File: src/rtl/digit_scan_ctrl.sv
// Multiplexed 4-digit display scanner: walks a 2-to-4 decoder through the digits
// with a blanking gap before each one, and swaps in newly loaded data only at frame boundaries.
module digit_scan_ctrl #(
  parameter int DWELL = 1000,
  parameter int BLANK = 16
) (
  input  logic        CLK,
  input  logic        RESET,
  input  logic        EN,
  input  logic        LOAD,
  input  logic [15:0] DATA,
  output logic        G_L,
  output logic        A,
  output logic        B,
  output logic [3:0]  DIGIT,
  output logic        FRAME_DONE,
  output logic [1:0]  dbg_state
);

  localparam logic [1:0] S_IDLE  = 2'd0;
  localparam logic [1:0] S_BLANK = 2'd1;
  localparam logic [1:0] S_SHOW  = 2'd2;

  localparam logic [15:0] BLANK_LD = 16'(BLANK - 1);
  localparam logic [15:0] DWELL_LD = 16'(DWELL - 1);

  logic [1:0]  state, nxt_state;
  logic [15:0] cnt, nxt_cnt;
  logic [1:0]  idx, nxt_idx;
  logic [15:0] display, nxt_display;
  logic [15:0] pending, nxt_pending;
  logic        pend_flag, nxt_pend_flag;
  logic        frame_end;
  logic        ab_upd;
  logic [3:0]  nxt_digit;

  assign dbg_state = state;

  // Counter holds (cycles remaining - 1) and is reloaded on every state entry.
  always_comb begin
    nxt_state = state;
    nxt_cnt   = cnt;
    nxt_idx   = idx;
    frame_end = 1'b0;
    case (state)
      S_IDLE: begin
        if (EN) begin
          nxt_state = S_BLANK;
          nxt_idx   = 2'd0;
          nxt_cnt   = BLANK_LD;
        end
      end
      S_BLANK: begin
        if (cnt == 16'd0) begin
          nxt_state = S_SHOW;
          nxt_cnt   = DWELL_LD;
        end else begin
          nxt_cnt = cnt - 16'd1;
        end
      end
      S_SHOW: begin
        if (cnt == 16'd0) begin
          if (idx == 2'd3) begin
            frame_end = 1'b1;
            nxt_idx   = 2'd0;
            nxt_state = EN ? S_BLANK : S_IDLE;
            nxt_cnt   = EN ? BLANK_LD : 16'd0;
          end else begin
            nxt_idx   = idx + 2'd1;
            nxt_state = S_BLANK;
            nxt_cnt   = BLANK_LD;
          end
        end else begin
          nxt_cnt = cnt - 16'd1;
        end
      end
      default: begin
        nxt_state = S_IDLE;
        nxt_cnt   = 16'd0;
        nxt_idx   = 2'd0;
      end
    endcase
  end

  // Display only changes in IDLE or on the frame-end edge, so a frame never mixes old and new digits.
  always_comb begin
    nxt_display   = display;
    nxt_pending   = pending;
    nxt_pend_flag = pend_flag;
    if (state == S_IDLE) begin
      if (LOAD) nxt_display = DATA;
    end else if (frame_end) begin
      if (LOAD) begin
        nxt_display   = DATA;
        nxt_pend_flag = 1'b0;
      end else if (pend_flag) begin
        nxt_display   = pending;
        nxt_pend_flag = 1'b0;
      end
    end else if (LOAD) begin
      nxt_pending   = DATA;
      nxt_pend_flag = 1'b1;
    end
  end

  always_comb begin
    nxt_digit = nxt_display[3:0];
    case (nxt_idx)
      2'd0: nxt_digit = nxt_display[3:0];
      2'd1: nxt_digit = nxt_display[7:4];
      2'd2: nxt_digit = nxt_display[11:8];
      2'd3: nxt_digit = nxt_display[15:12];
      default: nxt_digit = nxt_display[3:0];
    endcase
  end

  // Select lines move only on the edge entering BLANK or IDLE, never while the decoder is enabled.
  assign ab_upd = (nxt_state != S_SHOW) && (nxt_state != state);

  always_ff @(posedge CLK or posedge RESET) begin
    if (RESET) begin
      state      <= S_IDLE;
      cnt        <= 16'd0;
      idx        <= 2'd0;
      display    <= 16'd0;
      pending    <= 16'd0;
      pend_flag  <= 1'b0;
      G_L        <= 1'b1;
      A          <= 1'b0;
      B          <= 1'b0;
      DIGIT      <= 4'd0;
      FRAME_DONE <= 1'b0;
    end else begin
      state      <= nxt_state;
      cnt        <= nxt_cnt;
      idx        <= nxt_idx;
      display    <= nxt_display;
      pending    <= nxt_pending;
      pend_flag  <= nxt_pend_flag;
      G_L        <= (nxt_state != S_SHOW);
      FRAME_DONE <= frame_end;
      if (ab_upd) begin
        A     <= nxt_idx[0];
        B     <= nxt_idx[1];
        DIGIT <= nxt_digit;
      end
    end
  end

endmodule

File: config.mk
export PLATFORM = sky130hd
export DESIGN_NAME = digit_scan_ctrl
export DESIGN_NICKNAME = d
export VERILOG_FILES = /design/src/rtl/digit_scan_ctrl.sv
export SDC_FILE = /design/constraint.sdc
export NUM_CORES = 1
export LEC_CHECK = 0
export BUFFER_PORTS_ARGS = -buffer_cell sky130_fd_sc_hd__buf_2
export CAP_MARGIN = 20
export CORE_UTILIZATION = 55
export CTS_CLUSTER_DIAMETER = 40
export DETAILED_ROUTE_END_ITERATION = 7
export HOLD_SLACK_MARGIN = 0.08
export PLACE_DENSITY = 0.75
export SETUP_SLACK_MARGIN = 0.15
export SKIP_CTS_REPAIR_TIMING = 1
export SYNTH_ARGS = -nofsm -noshare
export SYNTH_HDL_FRONTEND = slang
export SYNTH_SLANG_ARGS = --single-unit
File: constraint.sdc
create_clock -name CLK -period 3 [get_ports CLK]
set_clock_uncertainty 0.15 [all_clocks]
set_input_delay 0.45 -clock CLK [delete_from_list [all_inputs] [get_ports CLK]]
set_output_delay 0.45 -clock CLK [all_outputs]
set_load 0.005 [all_outputs]
==> metrics.txt, run 1 <==
Distinct cells, synth=57; Initial Utilization=58.02%; worst-case register-to-register setup slack=0.30 ns; layout filler cell count=439; warnings from Yosys=0; average footprint of a synthesized cell=10.11 um2; adder and majority gate portion of the synthesized area=0.7737%; number of antenna violations at the first check in global routing=0; Antenna Violating Nets Remaining=0; global placer's final weighted congestion=0.8608; first-pass GRT wire length=12.54 mm; final-report hold violation count=0; worst path setup slack after routing=0.2991 ns; result of the run=completed; cell chosen for the clock root=clkbuf_8; relative area change from synthesis to final layout=16.87%; nets=387; fraction of final layout cells sized beyond drive strength 1=28.65%; clk sinks=61; maximum buffer depth of the clock tree=2; remaining global-route overflow=0; Antenna Diode Count=0; Final TNS setup=0 ns; compound-cell area share of the yosys netlist=16.32%; Buffers on Ports=29; area enclosed by the die boundary=6191 um2; unrepaired setup endpoints after global routing=false; H-Tree Depth=3; die outline height=78.69 um; final worst path period share=90.03%; number of CTS-inserted buffers=9; post-detailed-route via-to-cell ratio=6.190; First-pass DRT Iterations=6; nature of the critical path startpoint=flop; count of pins over their slew limit=0; CTS tree=yes; fin crit period=2.701 ns; final total power=2830 uW; required time of the critical path=3.07 ns; Critical Setup Path Class=reg2reg; number of DRC violations after detailed-routing iteration 0=262; CP Data Arrival Time=2.77 ns; number of global-route vias before repair=2571; global-route total usage across every layer=26.95%; worst-path fanout max=5; Max-Slew Margin vs Limit=42.45%; detailed-route DRC error count=0; share of the synthesized netlist area taken by xor and xnor gates=2.166%; overall die width=78.69 um; Post-Place Cells=420; total via count in the routed design=2736; Peak supply drop=485.4 uV; nature of the critical path endpoint=flop; core box area=5574 um2; slew at the pin closest to its max-slew limit=0.8567 ns; I/O pin cnt=30; clock transition at the registers of the reported paths=0.07 ns; number of standard cells in the layout, taps in and fillers out=442; class of the tightest hold or removal check=in2async; mux share of post-synthesis cell area=11.03%; sequential area share after synthesis=47.23%; simple-gate area share of the yosys netlist=19.38%; number of enable flip-flop cells after synthesis=0; setup-violating endpoint count in the final report=0; source-to-sink clock delay at the later pin of the worst-skew pair=0.35 ns; per-cell routed wire length=17.68 um; DP Worst Slack=0.2131 ns; maximum capacitance violations=0; Post-Synthesis Cell Area=3234 um2; dominant combinational cell family by area after synthesis=simple AND/OR/NAND/NOR gates; leakage component of the power=0.001707 uW; smallest hold slack=0.06548 ns; most used flip-flop cell after synthesis=dfrtp_1; Syn Inst Count=320; proportion of synthesized flip-flops having asynchronous set or reset=100.0%; total wirelength of the detailed-routed design=7.813 mm; Max Freq=0.3703 GHz; pin count of the biggest net entering global routing=35; Mapped Nets=342; power density over the cells=748.6 nW/um2; site row count=27; Final HPWL DP=5.357 mm; total of flip-flops plus latches after synthesis=61
[Yosys cell counts (3+ instances only)]
master | count | area share [%]
inv_2 | 3 | 0.35
o211ai_1 | 6 | 1.4
a221oi_1 | 3 | 0.81
o22ai_1 | 3 | 0.58
mux2_2 | 21 | 7.3
nand3_1 | 3 | 0.46
xnor2_1 | 5 | 1.4
o21ai_2 | 3 | 0.81
nor4_2 | 4 | 1.5
and2_1 | 4 | 0.77
nor4_1 | 4 | 0.77
o31ai_1 | 3 | 0.70
a221o_1 | 7 | 2.2
o21ai_0 | 18 | 2.8
xor2_1 | 3 | 0.81
nand2b_1 | 3 | 0.58
a31oi_1 | 3 | 0.58
nor3_1 | 16 | 2.5
mux2i_1 | 12 | 3.7
nor2b_1 | 4 | 0.77
inv_1 | 7 | 0.81
dfrtp_1 | 60 | 46
nand2_1 | 31 | 3.6
nor2_1 | 31 | 3.6
clkbuf_1 | 7 | 0.81
a21oi_1 | 17 | 2.6
[cell families (layout without fill, tap and decap cells)]
| logic type | after synthesis | after routing |
|---|---|---|
| xor+xnor | 8 | 8 |
| simple gates | 117 | 118 |
| fa+ha+maj | 2 | 2 |
| buf+inv | 23 | 72 |
| flops | 61 | 61 |
| compound gates | 76 | 76 |
| mux | 33 | 33 |
[area by class of cell]
type / instances / area [um2] / area share, %
inverter: 10 / 37.54 / 0.9930
tap: 72 / 90.09 / 2.383
sequential: 61 / 1528 / 40.42
clock buffer: 16 / 190.2 / 5.031
multi-input combinational: 237 / 1662 / 43.96
timing repair buffer: 46 / 272.8 / 7.216
[where the power goes]
group	switching, uW	internal (uW)	total [uW]
sequential	249	1080	1330
combinational	408	393	800
clock	309	392	701
total	965	1860	2830
[layer usage]
metal	wire length, um	GRT usage, %
met5	0	0
met4	123	7.593
met3	645	8.256
met2	3614	39.74
met1	3429	38.19
[worst max-delay path, stage by stage, from the launching register on]
cell and delay (ns):
dfrtp_1 0.40, inv_2 0.08, ha_4 0.14, nor3b_4 0.29, and4_4 0.32, a21oi_2 0.09
or3_4 0.41, a221o_1 0.35, nor4_2 0.26, nor3_1 0.08
[worst paths after layout]
| path | cells after the start | to | start |
|---|---|---|---|
| worst max-delay path | 9 | DIGIT[1] | cnt[0] |
| worst min-delay path | 2 | pending[8] | RESET |
| worst max register to register | 9 | DIGIT[1] | cnt[0] |
| worst min register to register | 2 | display[0] | display[0] |
| max in group asynchronous | 3 | pending[14] | RESET |
| min in group CLK | 2 | pending[2] | DATA[2] |
[flip-flops by register name, summed over array words and instances, names as in the netlist]
name        flops
A               1
B               1
DIGIT           4
FRAME_DONE      1
G_L             1
cnt            16
dbg_state       2
display        16
idx             2
pend_flag       1
pending        16
[per-stage QoR]
stage / utilization (%) / cell area (um2)
finish: 67.81 / 3780
global route: 67.81 / 3780
CTS: 66.15 / 3687
detailed placement: 62.74 / 3497
global placement: 62.74 / 3497
floorplan: - / 3234
[cell usage in the layout, fill, tap and decap left out, types with 7 or more instances in the layout]
master,Yosys,layout
mux2i_1,12,12
a21oi_1,17,17
buf_4,1,17
mux2_2,21,21
o21ai_0,18,18
buf_2,2,29
nor2_1,31,31
a221o_1,7,7
dfrtp_1,60,60
nor3_1,16,16
clkbuf_8,0,13
nand2_1,31,31
No activity file was read; power rests on OpenSTA's default activity.
==> inputs of run 2 (changes only) <==
--- a/config.mk
+++ b/config.mk
@@ -7,11 +7,10 @@
 export LEC_CHECK = 0
 export BUFFER_PORTS_ARGS = -buffer_cell sky130_fd_sc_hd__buf_2
 export CAP_MARGIN = 20
-export CORE_UTILIZATION = 55
+export CORE_UTILIZATION = 40
 export CTS_CLUSTER_DIAMETER = 40
 export DETAILED_ROUTE_END_ITERATION = 7
 export HOLD_SLACK_MARGIN = 0.08
-export PLACE_DENSITY = 0.75
 export SETUP_SLACK_MARGIN = 0.15
 export SKIP_CTS_REPAIR_TIMING = 1
 export SYNTH_ARGS = -nofsm -noshare
==> run 2 against run 1 <==
  * Flip-flop and latch count unchanged
  * Wire length increased by 0.72%
  * Non-clock buffer count decreased by 4
  * Utilization decreased by 20 points
  * Via count decreased by 4.7%
  * Global-route usage decreased by 6.5 points
  * Clock power decreased by 8.4%
  * Maximum frequency increased by 0.73%
  * Design area decreased by 1.7%
  * Register-to-register slack improved by 0.02 ns
==> metrics.txt, run 2 (same netlist as run 1, synthesis figures left out) <==
class of the tightest hold or removal check=in2async (unchanged); peak per-stage delay on the critical path=0.43 ns (was 0.41 ns); Post-Place Cells=449 (was 420); Max Freq=0.3729 GHz (was 0.3703 GHz); H-Tree Depth=3 (unchanged); sequential cell fraction of total power=49.1% (was 46.9%); R2R depth=9 (unchanged); number of antenna violations at the first check in global routing=0 (unchanged); area enclosed by the die boundary=8449 um2 (was 6191 um2); nature of the critical path startpoint=flop (unchanged); cell class contributing the biggest share of worst-path delay=compound AO/OA/AOI/OAI gates (was simple AND/OR/NAND/NOR gates); Final TNS setup=0 ns (unchanged); total wirelength of the detailed-routed design=7.869 mm (was 7.813 mm); unrepaired setup endpoints after global routing=false (unchanged); final standard cell area without fillers=3716 um2 (was 3780 um2); core box area=7767 um2 (was 5574 um2); worst-case register-to-register setup slack=0.32 ns (was 0.30 ns); worst path setup slack after routing=0.3186 ns (was 0.2991 ns); I/O pin cnt=30 (unchanged); site row count=32 (was 27); final total power=2669 uW (was 2830 uW); cell chosen for the clock root=clkbuf_8 (unchanged); total placed instance area=3527 um2 (was 3497 um2); fraction of final layout cells sized beyond drive strength 1=27.40% (was 28.65%); overall die width=91.92 um (was 78.69 um); nature of the critical path endpoint=flop (unchanged); power density over the cells=718.3 nW/um2 (was 748.6 nW/um2); beginning of the worst register-to-register path=cnt[0] (unchanged); most common cell after layout, fill and taps aside=dfrtp_1 (unchanged); Peak supply drop=380.3 uV (was 485.4 uV); result of the run=completed (unchanged); number of CTS-inserted buffers=9 (unchanged); global-route total usage across every layer=20.50% (was 26.95%); fin crit period=2.681 ns (was 2.701 ns); Buffers on Ports=29 (unchanged); Final HPWL DP=5.675 mm (was 5.357 mm); count of buffer and inverter cells on the critical path=1 (unchanged); reg-to-reg endpoint=DIGIT[2] (was DIGIT[1]); Top Registers=cnt (16), display (16), pending (16) (unchanged); worst-path fanout max=5 (unchanged); slowest stage cell on the critical path=a211oi_2 (was or3_4); source-to-sink clock delay at the later pin of the worst-skew pair=0.35 ns (about the same); clk sinks=61 (unchanged); proportion of power drawn by the clock network=24.0% (was 24.8%); maximum capacitance violations=0 (unchanged); Critical Setup Path Class=reg2reg (unchanged); required time of the critical path=3.07 ns (about the same); leakage component of the power=0.001658 uW (was 0.001707 uW); number of global-route vias before repair=2535 (was 2571); CP Data Arrival Time=2.75 ns (was 2.77 ns); Antenna Violating Nets Remaining=0 (unchanged); remaining global-route overflow=0 (unchanged); combinational share of power=26.9% (was 28.3%); cell with the most instances on the worst path=o211ai_1; total via count in the routed design=2607 (was 2736); cell internal pwr=1731 uW (was 1864 uW); slew at the pin closest to its max-slew limit=0.7894 ns (was 0.8567 ns); post-detailed-route via-to-cell ratio=5.582 (was 6.190); Antenna Diode Count=0 (unchanged); detailed-route DRC error count=0 (unchanged); Switch Pwr=938.9 uW (was 965.3 uW); number of standard cells in the layout, taps in and fillers out=467 (was 442); per-cell routed wire length=16.85 um (was 17.68 um); CTS tree=yes (unchanged); count of pins over their slew limit=0 (unchanged); pin count of the biggest net entering global routing=36 (was 35); nets=382 (was 387); Max-Slew Margin vs Limit=47.30% (was 42.45%); die outline height=91.92 um (was 78.69 um); commonest non-fill, non-tap cells in the layout=dfrtp_1, nor2_1, nand2_1 (unchanged); CP cell instances=inv_1 -> ha_1 -> nor3b_4 -> nand4_2 -> and3_1 -> a211oi_2 -> o31ai_1 -> o211ai_1 -> o211ai_1 (was inv_2 -> ha_4 -> nor3b_4 -> and4_4 -> a21oi_2 -> or3_4 -> a221o_1 -> nor4_2 -> nor3_1); first-pass GRT wire length=13.16 mm (was 12.54 mm); Initial Utilization=41.64% (was 58.02%); First-pass DRT Iterations=4 (was 6); maximum buffer depth of the clock tree=2 (unchanged); relative area change from synthesis to final layout=14.89% (was 16.87%); setup-violating endpoint count in the final report=0 (unchanged); DP Worst Slack=0.2402 ns (was 0.2131 ns); Net Sw Frac=35.17% (was 34.11%); global placer's final weighted congestion=0.7830 (was 0.8608); number of DRC violations after detailed-routing iteration 0=160 (was 262); clock transition at the registers of the reported paths=0.08 ns (was 0.07 ns); final-report hold violation count=0 (unchanged); final worst path period share=89.38% (was 90.03%)
==> run 2: power by group through the flow <==
| stage | Sequential (uW) | Combinational (uW) | Clock, uW |
|---|---|---|---|
| floorplan | 1250 | 564 | 0 |
| global placement | 1310 | 701 | 0 |
| detailed placement | 1310 | 716 | 0 |
| CTS | 1310 | 715 | 666 |
| global route | 1350 | 812 | 697 |
| finish | 1310 | 717 | 642 |
==> run 2: worst max-delay path by stage <==
stage	startpoint	end	slack [ns]	depth (start not counted)
2_1_floorplan	cnt[0]	DIGIT[2]	0.57	9
3_3_place_gp	cnt[0]	DIGIT[0]	0.28	9
3_5_place_dp	cnt[0]	DIGIT[2]	0.24	9
4_1_cts	cnt[0]	DIGIT[2]	0.23	9
5_1_grt	cnt[1]	DIGIT[2]	0.15	9
6_report	cnt[0]	DIGIT[2]	0.32	9
==> run 2: through the flow <==
stage | hold WS (ns) | util, %
finish | 0.09520 | 47.84
global route | 0.1472 | 47.84
CTS | 0.1106 | 47.57
detailed placement | 0.3079 | 45.41
global placement | 0.3101 | 45.41
floorplan | 0.2831 | -
==> run 2: final cells by class <==
| type | count | area [um2] |
|---|---|---|
| clock inverters | 6 | 40.04 |
| multi-input cells | 236 | 1613 |
| flip-flops and latches | 61 | 1528 |
| repair buffers | 42 | 242.7 |
| clock buffers | 10 | 127.6 |
| fillers | 782 | 4051 |
| well taps | 102 | 127.6 |
| inverters | 10 | 37.54 |
==> run 2: per-layer routing <==
metal	GRT usage, %	share of wire (%)
met1	26.79	47
met3	6.385	3.5
met4	5.469	1.3
met2	32.90	49
met5	0	0
==> run 2: worst reg2reg max path, cell delays in order (launching register included) <==
cell and delay, ns:
dfrtp_1 0.39, inv_1 0.08, ha_1 0.21, nor3b_4 0.27, nand4_2 0.22, and3_1 0.28, a211oi_2 0.43, o31ai_1 0.18
o211ai_1 0.20, o211ai_1 0.14
==> inputs of run 3 (changes only) <==
--- a/config.mk
+++ b/config.mk
@@ -10,6 +10,7 @@
 export CORE_UTILIZATION = 40
 export CTS_CLUSTER_DIAMETER = 40
 export DETAILED_ROUTE_END_ITERATION = 7
+export GPL_TIMING_DRIVEN = 0
 export HOLD_SLACK_MARGIN = 0.08
 export SETUP_SLACK_MARGIN = 0.15
 export SKIP_CTS_REPAIR_TIMING = 1
==> constraint.sdc (replaced) <==
create_clock -name CLK -period 2.8 [get_ports CLK]
set_clock_uncertainty 0.15 [all_clocks]
set_input_delay 0.42 -clock CLK [delete_from_list [all_inputs] [get_ports CLK]]
set_output_delay 0.42 -clock CLK [all_outputs]
set_load 0.005 [all_outputs]
==> run 3 against run 2 <==
  * Final cell count is 1.1% higher
  * Die area stayed put
  * Maximum frequency is 2.9% higher
  * Total power is 17% higher
  * Utilization is 2.7 points higher
  * Hold slack better by 0.079 ns
  * Wire length is 0.64% lower
  * Flip-flop and latch count stayed put
  * Clock power is 33% higher
  * Critical endpoint unchanged
  * Largest power group unchanged
  * Highest routed layer unchanged
==> metrics.txt, run 3 (same netlist as run 1, synthesis figures left out) <==
count of pins over their slew limit=0 (unchanged); maximum buffer depth of the clock tree=2 (unchanged); first-pass GRT wire length=12.74 mm (was 13.16 mm); CP Data Arrival Time=2.66 ns (was 2.75 ns); global placer's final weighted congestion=0.8134 (was 0.7830); required time of the critical path=2.85 ns (was 3.07 ns); peak per-stage delay on the critical path=0.39 ns (was 0.43 ns); clock transition at the registers of the reported paths=0.06 ns (was 0.08 ns); beginning of the worst register-to-register path=cnt[1] (was cnt[0]); worst-path fanout max=4 (was 5); Min-Delay Endpoint=pending[3]; maximum capacitance violations=0 (unchanged); final worst path period share=93.08% (was 89.38%); source-to-sink clock delay at the later pin of the worst-skew pair=0.34 ns (was 0.35 ns); Max Freq=0.3837 GHz (was 0.3729 GHz); DP Worst Slack=-0.06482 ns (was 0.2402 ns); slew at the pin closest to its max-slew limit=0.7406 ns (was 0.7894 ns); core box area=7767 um2 (unchanged); total placed instance area=3527 um2 (unchanged); total wirelength of the detailed-routed design=7.819 mm (was 7.869 mm); cell class contributing the biggest share of worst-path delay=simple AND/OR/NAND/NOR gates (was compound AO/OA/AOI/OAI gates); clk sinks=61 (unchanged); worst hold path cell count=2; CTS tree=yes (unchanged); Top Registers=cnt (16), display (16), pending (16) (unchanged); count of buffer and inverter cells on the critical path=1 (unchanged); total via count in the routed design=2639 (was 2607); nature of the critical path startpoint=flop (unchanged); unrepaired setup endpoints after global routing=true (was false); R2R depth=9 (unchanged); die outline height=91.92 um (unchanged); Antenna Diode Count=0 (unchanged); global-route total usage across every layer=19.87% (was 20.50%); slowest stage cell on the critical path=dfrtp_1 (was a211oi_2); most common cell after layout, fill and taps aside=dfrtp_1 (unchanged); result of the run=completed (unchanged); final-report hold violation count=0 (unchanged); Antenna Violating Nets Remaining=0 (unchanged); pin count of the biggest net entering global routing=43 (was 36); smallest hold slack=0.1741 ns (was 0.09520 ns); detailed-route DRC error count=0 (unchanged); Min-Delay Startpoint=DATA[3]; core occupancy in the finished layout=50.55% (was 47.84%); commonest non-fill, non-tap cells in the layout=dfrtp_1, nand2_1, nor2_1, buf_2, mux2_2 (was dfrtp_1, nor2_1, nand2_1); class of the tightest hold or removal check=in2reg (was in2async); Buffers on Ports=29 (unchanged); cell chosen for the clock root=clkbuf_8 (unchanged); post-detailed-route via-to-cell ratio=5.591 (was 5.582); relative area change from synthesis to final layout=21.39% (was 14.89%); number of global-route vias before repair=2592 (was 2535); number of CTS-inserted buffers=9 (unchanged); H-Tree Depth=3 (unchanged); per-cell routed wire length=16.57 um (was 16.85 um); nets=388 (was 382); Peak supply drop=398.7 uV (was 380.3 uV); First-pass DRT Iterations=4 (unchanged); CP cell instances=inv_2 -> ha_4 -> nor3b_4 -> and4_4 -> a21oi_4 -> or3_4 -> a221o_1 -> mux2i_1 -> o211ai_1 (was inv_1 -> ha_1 -> nor3b_4 -> nand4_2 -> and3_1 -> a211oi_2 -> o31ai_1 -> o211ai_1 -> o211ai_1); leakage component of the power=0.001714 uW (was 0.001658 uW); final standard cell area without fillers=3926 um2 (was 3716 um2); nature of the critical path endpoint=flop (unchanged); power density over the cells=795.5 nW/um2 (was 718.3 nW/um2); final total power=3123 uW (was 2669 uW); site row count=32 (unchanged); reg-to-reg endpoint=DIGIT[2] (unchanged); Final HPWL DP=5.593 mm (was 5.675 mm); fin crit period=2.606 ns (was 2.681 ns); area enclosed by the die boundary=8449 um2 (unchanged); number of antenna violations at the first check in global routing=0 (unchanged); number of DRC violations after detailed-routing iteration 0=115 (was 160); Max-Slew Margin vs Limit=50.25% (was 47.30%); I/O pin cnt=30 (unchanged); setup-violating endpoint count in the final report=0 (unchanged); overall die width=91.92 um (unchanged); remaining global-route overflow=0 (unchanged); Initial Utilization=41.64% (unchanged); fraction of final layout cells sized beyond drive strength 1=30.27% (was 27.40%); worst path setup slack after routing=0.1938 ns (was 0.3186 ns); Critical Setup Path Class=reg2reg (unchanged); worst-case register-to-register setup slack=0.19 ns (was 0.32 ns)
## run 3: changes by cell type in the layout (fill, tap and decap cells not counted), moves of 3 or more
cell / previous run / this run
nor4_4: 1 / 4
buf_4: 13 / 5
clkbuf_1: 1 / 6
clkinvlp_4: 4 / 1
## run 3: power by group
| part | leakage (uW) | switching (uW) | internal, uW |
|---|---|---|---|
| combinational | 0.000873 | 440 | 438 |
| sequential | 0.000735 | 234 | 1160 |
| clock | 0.000105 | 336 | 519 |
## run 3: through the flow
step	setup TNS (ns)	cells
3_5_place_dp	-0.1881	452
4_1_cts	-0.3760	467
2_1_floorplan	0	320
3_3_place_gp	-8.279	451
5_1_grt	0	472
6_report	0	472
## run 3: metal layers
| layer | routed length, um | GRT usage (%) | up-vias |
|---|---|---|---|
| met5 | 0 | 0 | - |
| li1 | - | - | 1264 |
| met4 | 179 | 7.943 | 0 |
| met2 | 3800 | 32.40 | 67 |
| met3 | 318 | 4.726 | 12 |
| met1 | 3520 | 25.39 | 1296 |
## run 3: worst max path at each step
stage,cells after the start,startpoint,endpoint,slack (ns)
6_report,9,cnt[1],DIGIT[2],0.19
5_1_grt,9,cnt[1],DIGIT[3],0.09
4_1_cts,8,cnt[0],DIGIT[3],-0.09
3_5_place_dp,10,cnt[0],DIGIT[1],-0.06
3_3_place_gp,2,RESET,pending[2],-0.14
2_1_floorplan,9,cnt[0],DIGIT[2],0.37
## run 3: worst register-to-register path: stages, from the launching register on
cell and delay [ns]:
dfrtp_1 0.39, inv_2 0.09, ha_4 0.14, nor3b_4 0.28
and4_4 0.33, a21oi_4 0.08, or3_4 0.38, a221o_1 0.39
mux2i_1 0.15, o211ai_1 0.10
## run 3: layout make-up
cell class                      instances  area (um2)
Clock buffer                           11       141.4
Buffer                                 13       75.07
Fill cell                             770        3841
Sequential cell                        61        1528
Tap cell                              102       127.6
Multi-Input combinational cell        236        1739
Clock inverter                          4       72.57
Timing Repair Buffer                   35       205.2
Inverter                               10       37.54
